**src/rtl/slip_rx_fifo_if.sv**
```systemverilog
// Byte-stream handshake bundle for slip_rx_fifo: encoded input side and decoded output side.
interface slip_rx_fifo_if;
    logic [7:0] in_data;
    logic       in_valid;
    logic       in_ready;
    logic [7:0] out_data;
    logic       out_valid;
    logic       out_ready;
    logic       out_last;
    logic       out_err;

    modport master (
        output in_data, in_valid, out_ready,
        input  in_ready, out_data, out_valid, out_last, out_err
    );

    modport slave (
        input  in_data, in_valid, out_ready,
        output in_ready, out_data, out_valid, out_last, out_err
    );
endinterface

```
**src/rtl/slip_rx_fifo.sv**
```systemverilog
// SLIP receive deframer with first-word fall-through output FIFO and last/err tagging.
// Optional SLIP_RX_STATS_EN adds saturating frame_cnt / err_cnt outputs.
module slip_rx_fifo #(
    parameter int unsigned DEPTH   = 16,
    parameter int unsigned MAX_LEN = 1024,
    parameter int unsigned CNT_W   = 16
) (
    input  logic                       clk,
    input  logic                       rst_n,
    slip_rx_fifo_if.slave              bus,
    output logic                       frame_start,
    output logic                       frame_end,
    output logic                       frame_error,
    output logic [1:0]                 err_code,
    output logic [$clog2(DEPTH+1)-1:0] fifo_level
`ifdef SLIP_RX_STATS_EN
    ,
    output logic [CNT_W-1:0]           frame_cnt,
    output logic [CNT_W-1:0]           err_cnt
`endif
);
    localparam int unsigned AW = $clog2(DEPTH);
    localparam int unsigned LW = $clog2(DEPTH + 1);
    localparam int unsigned NW = $clog2(MAX_LEN + 1);
    localparam logic [NW-1:0] MaxLen  = NW'(MAX_LEN);
    localparam logic [7:0]    ByteEnd = 8'hC0;
    localparam logic [7:0]    ByteEsc = 8'hDB;
    localparam logic [7:0]    EscEnd  = 8'hDC;
    localparam logic [7:0]    EscEsc  = 8'hDD;

    typedef enum logic [1:0] {StHunt, StFrame, StEscp, StDiscard} state_e;

    state_e          r_state, w_state_nx;
    logic [NW-1:0]   r_len, w_len_nx;
    logic            r_hold_v, w_hold_v_nx;
    logic [7:0]      r_hold_d, w_hold_d_nx;
    logic            w_push;
    logic [9:0]      w_push_entry;
    logic            w_start, w_end, w_err;
    logic [1:0]      w_code;
    logic            w_dec;
    logic [7:0]      w_dec_byte;
    logic            w_acc, w_pop, w_in_ready, w_nonempty;

    logic [9:0]      r_mem [DEPTH];
    logic [AW-1:0]   r_wr, r_rd;
    logic [LW-1:0]   r_count;
    logic            r_frame_start, r_frame_end, r_frame_error;
    logic [1:0]      r_err_code;

    assign w_nonempty = (r_count != '0);
    assign w_in_ready = (r_count < LW'(DEPTH)) || bus.out_ready;
    assign w_acc      = bus.in_valid && w_in_ready;
    assign w_pop      = bus.out_ready && w_nonempty;

    always_comb begin
        w_state_nx   = r_state;
        w_len_nx     = r_len;
        w_hold_v_nx  = r_hold_v;
        w_hold_d_nx  = r_hold_d;
        w_push       = 1'b0;
        w_push_entry = {2'b00, r_hold_d};
        w_start      = 1'b0;
        w_end        = 1'b0;
        w_err        = 1'b0;
        w_code       = 2'b00;
        w_dec        = 1'b0;
        w_dec_byte   = 8'h00;
        if (w_acc) begin
            unique case (r_state)
                StHunt: begin
                    if (bus.in_data == ByteEnd) w_state_nx = StFrame;
                end
                StFrame: begin
                    if (bus.in_data == ByteEnd) begin
                        // Empty frames close silently.
                        if (r_len != '0) begin
                            w_end        = 1'b1;
                            w_push       = 1'b1;
                            w_push_entry = {2'b01, r_hold_d};
                        end
                        w_hold_v_nx = 1'b0;
                        w_len_nx    = '0;
                    end else if (bus.in_data == ByteEsc) begin
                        w_state_nx = StEscp;
                    end else begin
                        w_dec      = 1'b1;
                        w_dec_byte = bus.in_data;
                    end
                end
                StEscp: begin
                    w_state_nx = StFrame;
                    if (bus.in_data == EscEnd) begin
                        w_dec      = 1'b1;
                        w_dec_byte = ByteEnd;
                    end else if (bus.in_data == EscEsc) begin
                        w_dec      = 1'b1;
                        w_dec_byte = ByteEsc;
                    end else if (bus.in_data == ByteEnd) begin
                        w_err  = 1'b1;
                        w_code = 2'b11;
                    end else begin
                        w_err      = 1'b1;
                        w_code     = 2'b01;
                        w_state_nx = StDiscard;
                    end
                end
                StDiscard: begin
                    if (bus.in_data == ByteEnd) begin
                        w_state_nx = StFrame;
                        w_len_nx   = '0;
                    end
                end
                default: w_state_nx = StHunt;
            endcase

            if (w_dec) begin
                if (r_len == MaxLen) begin
                    w_err      = 1'b1;
                    w_code     = 2'b10;
                    w_state_nx = StDiscard;
                end else begin
                    w_start      = (r_len == '0);
                    w_len_nx     = r_len + NW'(1);
                    w_push       = r_hold_v;
                    w_push_entry = {2'b00, r_hold_d};
                    w_hold_v_nx  = 1'b1;
                    w_hold_d_nx  = w_dec_byte;
                end
            end

            if (w_err) begin
                w_push       = r_hold_v;
                w_push_entry = {2'b11, r_hold_d};
                w_hold_v_nx  = 1'b0;
                w_len_nx     = '0;
            end
        end
    end

    always_ff @(posedge clk or negedge rst_n) begin
        if (!rst_n) begin
            r_state       <= StHunt;
            r_len         <= '0;
            r_hold_v      <= 1'b0;
            r_hold_d      <= 8'h00;
            r_frame_start <= 1'b0;
            r_frame_end   <= 1'b0;
            r_frame_error <= 1'b0;
            r_err_code    <= 2'b00;
        end else begin
            r_state       <= w_state_nx;
            r_len         <= w_len_nx;
            r_hold_v      <= w_hold_v_nx;
            r_hold_d      <= w_hold_d_nx;
            r_frame_start <= w_start;
            r_frame_end   <= w_end;
            r_frame_error <= w_err;
            if (w_err) r_err_code <= w_code;
        end
    end

    // Storage needs no reset: head outputs are masked while empty.
    always_ff @(posedge clk) begin
        if (w_push) r_mem[r_wr] <= w_push_entry;
    end

    always_ff @(posedge clk or negedge rst_n) begin
        if (!rst_n) begin
            r_wr    <= '0;
            r_rd    <= '0;
            r_count <= '0;
        end else begin
            if (w_push) r_wr <= r_wr + AW'(1);
            if (w_pop)  r_rd <= r_rd + AW'(1);
            case ({w_push, w_pop})
                2'b10:   r_count <= r_count + LW'(1);
                2'b01:   r_count <= r_count - LW'(1);
                default: r_count <= r_count;
            endcase
        end
    end

    assign bus.in_ready  = w_in_ready;
    assign bus.out_valid = w_nonempty;
    assign bus.out_data  = w_nonempty ? r_mem[r_rd][7:0] : 8'h00;
    assign bus.out_last  = w_nonempty & r_mem[r_rd][8];
    assign bus.out_err   = w_nonempty & r_mem[r_rd][9];
    assign frame_start   = r_frame_start;
    assign frame_end     = r_frame_end;
    assign frame_error   = r_frame_error;
    assign err_code      = r_err_code;
    assign fifo_level    = r_count;

`ifdef SLIP_RX_STATS_EN
    logic [CNT_W-1:0] r_frame_cnt, r_err_cnt;

    always_ff @(posedge clk or negedge rst_n) begin
        if (!rst_n) begin
            r_frame_cnt <= '0;
            r_err_cnt   <= '0;
        end else begin
            if (w_end && !(&r_frame_cnt)) r_frame_cnt <= r_frame_cnt + CNT_W'(1);
            if (w_err && !(&r_err_cnt))   r_err_cnt   <= r_err_cnt + CNT_W'(1);
        end
    end

    assign frame_cnt = r_frame_cnt;
    assign err_cnt   = r_err_cnt;
`endif
endmodule

```
**src/flat_wrapper.sv**
```systemverilog
// flat-port wrapper written by rule: the top's interface ports become plain ports
module slip_rx_fifo_flat 
#(
    parameter int unsigned DEPTH   = 16,
    parameter int unsigned MAX_LEN = 1024,
    parameter int unsigned CNT_W   = 16
)
  (clk, rst_n, frame_start, frame_end, frame_error, err_code, fifo_level, bus_in_data, bus_in_valid, bus_out_ready, bus_in_ready, bus_out_data, bus_out_valid, bus_out_last, bus_out_err);
  slip_rx_fifo_if bus_i ();
  input  logic clk;
  input  logic rst_n;
  output logic frame_start;
  output logic frame_end;
  output logic frame_error;
  output logic [1:0] err_code;
  output logic [$clog2(DEPTH+1)-1:0] fifo_level;
  input wire logic [$bits(bus_i.in_data)-1:0] bus_in_data;
  input wire logic [$bits(bus_i.in_valid)-1:0] bus_in_valid;
  input wire logic [$bits(bus_i.out_ready)-1:0] bus_out_ready;
  output wire logic [$bits(bus_i.in_ready)-1:0] bus_in_ready;
  output wire logic [$bits(bus_i.out_data)-1:0] bus_out_data;
  output wire logic [$bits(bus_i.out_valid)-1:0] bus_out_valid;
  output wire logic [$bits(bus_i.out_last)-1:0] bus_out_last;
  output wire logic [$bits(bus_i.out_err)-1:0] bus_out_err;
  assign bus_i.in_data = bus_in_data;
  assign bus_i.in_valid = bus_in_valid;
  assign bus_i.out_ready = bus_out_ready;
  assign bus_in_ready = bus_i.in_ready;
  assign bus_out_data = bus_i.out_data;
  assign bus_out_valid = bus_i.out_valid;
  assign bus_out_last = bus_i.out_last;
  assign bus_out_err = bus_i.out_err;
  slip_rx_fifo #(.DEPTH(DEPTH), .MAX_LEN(MAX_LEN), .CNT_W(CNT_W)) u_core (.clk(clk), .rst_n(rst_n), .bus(bus_i), .frame_start(frame_start), .frame_end(frame_end), .frame_error(frame_error), .err_code(err_code), .fifo_level(fifo_level));
endmodule
```
**config.mk**
```make
export PLATFORM = sky130hd
export DESIGN_NAME = slip_rx_fifo_flat
export DESIGN_NICKNAME = d
export VERILOG_FILES = /design/src/rtl/slip_rx_fifo_if.sv /design/src/rtl/slip_rx_fifo.sv /design/src/flat_wrapper.sv
export SDC_FILE = /design/constraint.sdc
export NUM_CORES = 1
export LEC_CHECK = 0
export ABC_AREA = 1
export BUFFER_PORTS_ARGS = -buffer_cell sky130_fd_sc_hd__buf_2
export CAP_MARGIN = 25
export CORE_UTILIZATION = 48
export CTS_CLUSTER_SIZE = 12
export DETAILED_ROUTE_END_ITERATION = 7
export SLEW_MARGIN = 30
export SYNTH_ARGS = -nofsm -noshare
export SYNTH_HDL_FRONTEND = slang
export SYNTH_SLANG_ARGS = --single-unit
```
**constraint.sdc**
```tcl
create_clock -name clk -period 9.95 [get_ports clk]
set_input_delay 1.4925 -clock clk [delete_from_list [all_inputs] [get_ports clk]]
set_output_delay 1.4925 -clock clk [all_outputs]
set_load 0.03 [all_outputs]
```
==> results of run 1 <==
[final timing paths]
kind | cells after the start | endpoint | from | slack [ns]
max | 5 | bus_out_data[3] | u_core.r_rd[2] | 5.46
min | 2 | u_core.err_code[0] | u_core.err_code[0] | 0.52
max reg2reg | 18 | u_core.fifo_level[4] | u_core.r_state[1] | 6.15
min reg2reg | 2 | u_core.err_code[0] | u_core.err_code[0] | 0.52
max in group asynchronous | 1 | u_core.r_rd[0] | rst_n | 8.52
min in group asynchronous | 1 | u_core.err_code[0] | rst_n | 1.04
[report_power, final]
group / leakage [nW] / internal [mW] / switching (mW)
clock network: 0.289 / 0.357 / 0.321
registers: 1.97 / 1.04 / 0.140
logic: 1.29 / 0.314 / 0.752
total: 3.55 / 1.71 / 1.21
[cell type report]
| cell class | instances | share of cell area |
|---|---|---|
| Sequential cell | 200 | 0.588 |
| Multi-Input combinational cell | 525 | 0.282 |
| Clock buffer | 17 | 0.0431 |
| Tap cell | 229 | 0.0290 |
| Inverter | 52 | 0.0202 |
| Timing Repair Buffer | 37 | 0.0200 |
| Clock inverter | 15 | 0.0171 |
[registers in the layout, summed over array words and instances (netlist names)]
| signal | cells |
|---|---|
| u_core.r_mem | 160 |
| u_core.r_len | 11 |
| u_core.r_hold_d | 8 |
| u_core.fifo_level | 5 |
| u_core.r_rd | 4 |
| u_core.r_wr | 4 |
| u_core.err_code | 2 |
| u_core.r_state | 2 |
| u_core.frame_end | 1 |
| u_core.frame_error | 1 |
| u_core.frame_start | 1 |
| u_core.r_hold_v | 1 |
[logic make-up after synthesis]
group / count (synthesis)
xor+xnor: 11
flops: 200
simple gates: 307
buf+inv: 89
fa+ha+maj: 13
compound gates: 194
[layout by cell type (no fill, tap or decap), drive strengths merged, types with 3 or more instances in the layout]
master / n
buf: 37
edfxtp: 160
nand3: 40
o21ai: 124
o221ai: 33
nand4: 13
nor3: 6
ha: 13
clkinv: 12
xnor2: 3
dfrtp: 40
nand2: 98
clkbuf: 17
o22ai: 11
nor2: 146
inv: 53
or2: 3
xor2: 8
a21oi: 24
[layer usage]
| metal | vias up | part of all wire | wire length (µm) |
|---|---|---|---|
| met4 | 0 | 0.016 | 335 |
| met2 | 181 | 0.51 | 10400 |
| met3 | 27 | 0.047 | 968 |
| met5 | - | 0 | 0 |
| li1 | 2947 | - | - |
| met1 | 3023 | 0.42 | 8690 |
[worst min-delay path: stages, from the launching register on]
cell	delay, ns
dfrtp_1	0.35
o21ai_0	0.09
inv_1	0.05
==> impl_metrics.tcl, run 1 <==
set metrics [dict create \
    dp_cells 1043 \
    period_minus_slack_ns 4.49 \
    critPathMaxFanout 22 \
    root_buffer "clkbuf_16" \
    power_density_nw_per_um2 296 \
    holdWs_ns 0.521 \
    row_count 49 \
    setup_viol 0 \
    overflow 0 \
    critPathSlowestCell "dfrtp_1" \
    rsz0062_at_grt "no" \
    postRouteAntennaNets 0 \
    synth_mux_area_frac 0 \
    max_freq_mhz 223 \
    startpoint_type "flop" \
    crit_required_ns 8.46 \
    yosysMostFrequentCell "edfxtp_1" \
    initial_core_util 0.493 \
    maxCapViolations 0 \
    slew_viol_final 0 \
    yosys.area_share.xor_xnor 0.0108 \
    utilization 0.544 \
    seq_area_um2 5810 \
    yosysWarningCount 0 \
    synth_area_leader_cell "edfxtp_1" \
    ys_seq_area_frac 0.648 \
    drc 2 \
    tightest_slew_ns 0.920 \
    ios 34 \
    fillers 1568 \
    cts_htree_levels 4 \
    cts_buffers 17 \
    finalWirelength_mm 20.4 \
    multi_input_area_um2 2790 \
    critPathArrivalTime_ns 3.00 \
    drive_gt1_frac 0.135 \
    wl_per_cell_um 19.0 \
    netlist_area_um2 8950 \
    path_clk_slew_ns 0.07 \
    path_buf_inv 2 \
    grt_usage 0.220 \
    cts_tree "done" \
    postSynthCellCount 814 \
    ys.flop_type "edfxtp_1" \
    fp.dieW_um 139 \
    met1_usage 0.282 \
    outcome "complete, but fails checks" \
    vias_per_cell 5.75 \
    synthTopCellsByCount "160 x edfxtp_1, 126 x nor2_1, 118 x o21ai_0" \
    grt_use_met2 0.379 \
    drt_iter0_drc 372 \
    pre_cts_ws_ns 5.19 \
    synth_top_area_frac 0.537 \
    slowest_delay_ns 0.94 \
    crit_chain "inv_1 > o221ai_1 > nand3_1 > a21oi_1 > buf_2" \
    nNetsFinal 858 \
    ir_worst_vdd_v 0.000158 \
    clkSinkCount 200 \
    worst_slack_ns 5.46 \
    synth-adder-area-share 0.0182 \
    antenna_found_initial 0 \
    core_um2 18100 \
    die_height_um 139 \
    area_growth_pct 10.3 \
    finalSetupTns_ns 0 \
    final_cell_count_no_fill 1075 \
    path_delay_family "flip-flops" \
    place_area_um2 9280 \
    finalCritPeriodShare 0.451 \
    grt_busiest_layer "met2" \
    grt_pass1_wl_mm 32.3 \
    synth_top_family_by_area "simple AND/OR/NAND/NOR gates" \
    clk_latency_ns 0.43 \
    violations "design-rule violations" \
    stdcell_area_um2 9870 \
    ys_async_sr_fraction 0.200 \
    p_leak_nw 3.55 \
    finalHoldViolations 0 \
    synth.distinct_cells 36 \
    cts_setup_buffers 0 \
    clockBufferDepth 2 \
    dp_hpwl_mm 12.8 \
    place_congestion 0.874 \
    synth_edf_count 160 \
    grt_max_degree 83 \
    vias 6178 \
    crit_type "flop to output pin" \
    skew_ns 0.00901 \
    n_antenna_cell 0 \
    grt_pass1_vias 6016 \
    ys_top_cells_by_area "edfxtp_1 54%, dfrtp_1 11%, o21ai_0 6.6%, nor2_1 5.3%, nand2_1 3.7%" \
    max_slew_margin 0.386 \
    end_kind "output pin" \
    die-area_um2 19200 \
    syn_avg_cell_area_um2 11.0 \
    yosys.area_share.simple 0.157 \
    hold_class "flop to flop" \
    power.total_mw 2.93 \
    syn-num-nets 839 \
    synth_seq_cells 200 \
    use_met3 0.0449 \
    synth_compound_area_frac 0.126 \
    io_buffer_count 33 \
    cts_resized 0 \
    drt_pre_antenna_iters 8 \
    hold_buffers 0 \
]
(Power assumes the default switching activity.)
==> run 2: changes to the inputs <==
--- a/config.mk
+++ b/config.mk
@@ -11,6 +11,7 @@
 export CORE_UTILIZATION = 48
 export CTS_CLUSTER_SIZE = 12
 export DETAILED_ROUTE_END_ITERATION = 7
+export PLACE_DENSITY = 0.67
 export SLEW_MARGIN = 30
 export SYNTH_ARGS = -nofsm -noshare
 export SYNTH_HDL_FRONTEND = slang
==> constraint.sdc (replaced) <==
create_clock -name clk -period 3.8 [get_ports clk]
set_input_delay 0.57 -clock clk [delete_from_list [all_inputs] [get_ports clk]]
set_output_delay 0.57 -clock clk [all_outputs]
set_load 0.03 [all_outputs]
==> impl_metrics.tcl, run 2 (same netlist as run 1, synthesis figures left out) <==
set metrics [dict create \
    outcome "complete, but fails checks" \
    violations "design-rule violations" \
    path_clk_slew_ns 0.07 \
    drt_iter0_drc 524 \
    core_um2 18100 \
    finalCritPeriodShare 0.891 \
    power_switching_share 0.420 \
    die-area_um2 19200 \
    pre_cts_ws_ns 0.365 \
    switchingPower_mw 3.23 \
    finalSetupTns_ns 0 \
    skew_ns 0.0117 \
    crit_start "u_core.r_state[0]" \
    wl_met2_mm 9.61 \
    fillers 1538 \
    top_register "u_core.r_mem" \
    overflow 0 \
    rsz0062_at_grt "no" \
    power_density_nw_per_um2 775 \
    power.total_mw 7.69 \
    wl_per_cell_um 18.6 \
    max_freq_mhz 295 \
    wl_met3_mm 1.15 \
    setup_viol 0 \
    hold_class "input pin to asynchronous set/reset pin" \
    holdWs_ns 0.0481 \
    drt-met1-wl_mm 9.23 \
    critPathMaxFanout 10 \
    crit_chain "inv_1 > ha_1 > clkinv_1 > nand2_4 > nand2_1 > nand2_2 > nand2_4 > nand3_4 > ha_1 > xor2_1 > ha_1 > a21oi_1 > or2_2 > o21ai_0 > a21oi_1 > o21ai_0 > xor2_1" \
    final_cell_mix "160 x edfxtp_1, 126 x nor2_1, 118 x o21ai_0, 88 x nand2_1, 44 x inv_1" \
    highest-signal-layer "met4" \
    crit_type "flop to flop" \
    clockPowerShare 0.224 \
    finalWirelength_mm 20.2 \
    vias 6117 \
    place_congestion 0.889 \
    grt_pass1_vias 5642 \
    drive_gt1_frac 0.144 \
    finalHoldViolations 0 \
    p_leak_nw 3.58 \
    clkSinkCount 200 \
    io_buffer_count 33 \
    cts_resized 0 \
    path_common_cell "ha_1" \
    cts_buffers 17 \
    ir_worst_vdd_v 0.000364 \
    die_height_um 139 \
    area_growth_pct 10.8 \
    grt_max_degree 52 \
    crit_required_ns 4.14 \
    reg.largest.list "u_core.r_mem (160), u_core.r_len (11), u_core.r_hold_d (8)" \
    vias_per_cell 5.64 \
    initial_core_util 0.493 \
    antenna_found_initial 0 \
    postRouteAntennaNets 0 \
    maxCapViolations 0 \
    clk_latency_ns 0.44 \
    nNetsFinal 868 \
    drc 6 \
    end_kind "flop" \
    row_count 49 \
    max_slew_margin 0.414 \
    ios 34 \
    critPathArrivalTime_ns 3.73 \
    startpoint_type "flop" \
    layout_commonest_cell "edfxtp_1" \
    drt_pre_antenna_iters 7 \
    cts_tree "done" \
    combPwrFrac 0.370 \
    critPathSlowestCell "dfrtp_1" \
    dp_hpwl_mm 12.9 \
    grt_pass1_wl_mm 31.4 \
    cts_setup_buffers 0 \
    slowest_delay_ns 0.40 \
    pwr-share-seq 0.407 \
    cts_htree_levels 4 \
    root_buffer "clkbuf_16" \
    hold_buffers 0 \
    slew_viol_final 0 \
    grt_usage 0.216 \
    n_antenna_cell 0 \
    p_int_mw 4.46 \
    period_minus_slack_ns 3.39 \
    worst_slack_ns 0.413 \
    tightest_slew_ns 0.878 \
    clockBufferDepth 2 \
    reg2reg_from "u_core.r_state[0]" \
    fp.dieW_um 139 \
    largest_register_ffs 160 \
]
run 2: cell types whose count changed in the layout (fill, tap and decap cells not counted), moves of 2 or more:
cell | previous run | this run
clkinv_4 | 3 | 0
clkinv_8 | 3 | 1
clkinvlp_4 | 1 | 3
inv_6 | 1 | 4
buf_4 | 5 | 13
run 2: per-layer routing:
| metal | vias up | GRT usage |
|---|---|---|
| li1 | 2957 | - |
| met1 | 2930 | 0.305 |
| met2 | 212 | 0.352 |
| met3 | 18 | 0.0401 |
| met4 | 0 | 0.0479 |
| met5 | - | 0 |
run 2: through the flow:
stage	std cells	cell area (µm²)	util
final	1085	9920	0.547
after global routing	1085	9920	0.547
after CTS	1085	9920	0.547
after detailed placement	1053	9360	0.516
after floorplan	814	8950	-
after global placement	1052	9340	0.515
run 2: final timing paths:
path | to | slack [ns] | cells after the start
max in group asynchronous | u_core.r_rd[0] | 3.26 | 2
max | u_core.fifo_level[4] | 0.41 | 17
max reg2reg | u_core.fifo_level[4] | 0.41 | 17
min reg2reg | u_core.err_code[0] | 0.50 | 2
min | u_core.r_state[1] | 0.05 | 1
min in group clk | u_core.r_hold_d[7] | 0.42 | 3
run 2: area by class of cell:
| cell class | count | area, µm² | area share |
|---|---|---|---|
| Clock inverter | 14 | 129 | 0.0130 |
| Inverter | 52 | 199 | 0.0201 |
| Sequential cell | 200 | 5810 | 0.585 |
| Multi-Input combinational cell | 525 | 2790 | 0.281 |
| Clock buffer | 18 | 429 | 0.0433 |
| Tap cell | 229 | 287 | 0.0289 |
| Timing Repair Buffer | 47 | 283 | 0.0285 |
run 2: critical path, delay by kind of cell, from the launching register on:
| family | cells | cell delay [ns] |
|---|---|---|
| xor+xnor | 2 | 0.42 |
| simple gates | 6 | 0.85 |
| fa+ha+maj | 3 | 0.80 |
| flops | 1 | 0.40 |
| compound gates | 4 | 0.46 |
| buf+inv | 2 | 0.35 |
run 2: power groups by stage:
| stage | Clock (mW) | Sequential, mW | Combinational (mW) |
|---|---|---|---|
| 5_1_grt | 1.82 | 3.17 | 3.12 |
| 2_1_floorplan | 0 | 3.05 | 2.01 |
| 3_5_place_dp | 0 | 3.17 | 2.83 |
| 4_1_cts | 1.73 | 3.13 | 2.84 |
| 6_report | 1.72 | 3.13 | 2.84 |
| 3_3_place_gp | 0 | 3.17 | 2.82 |
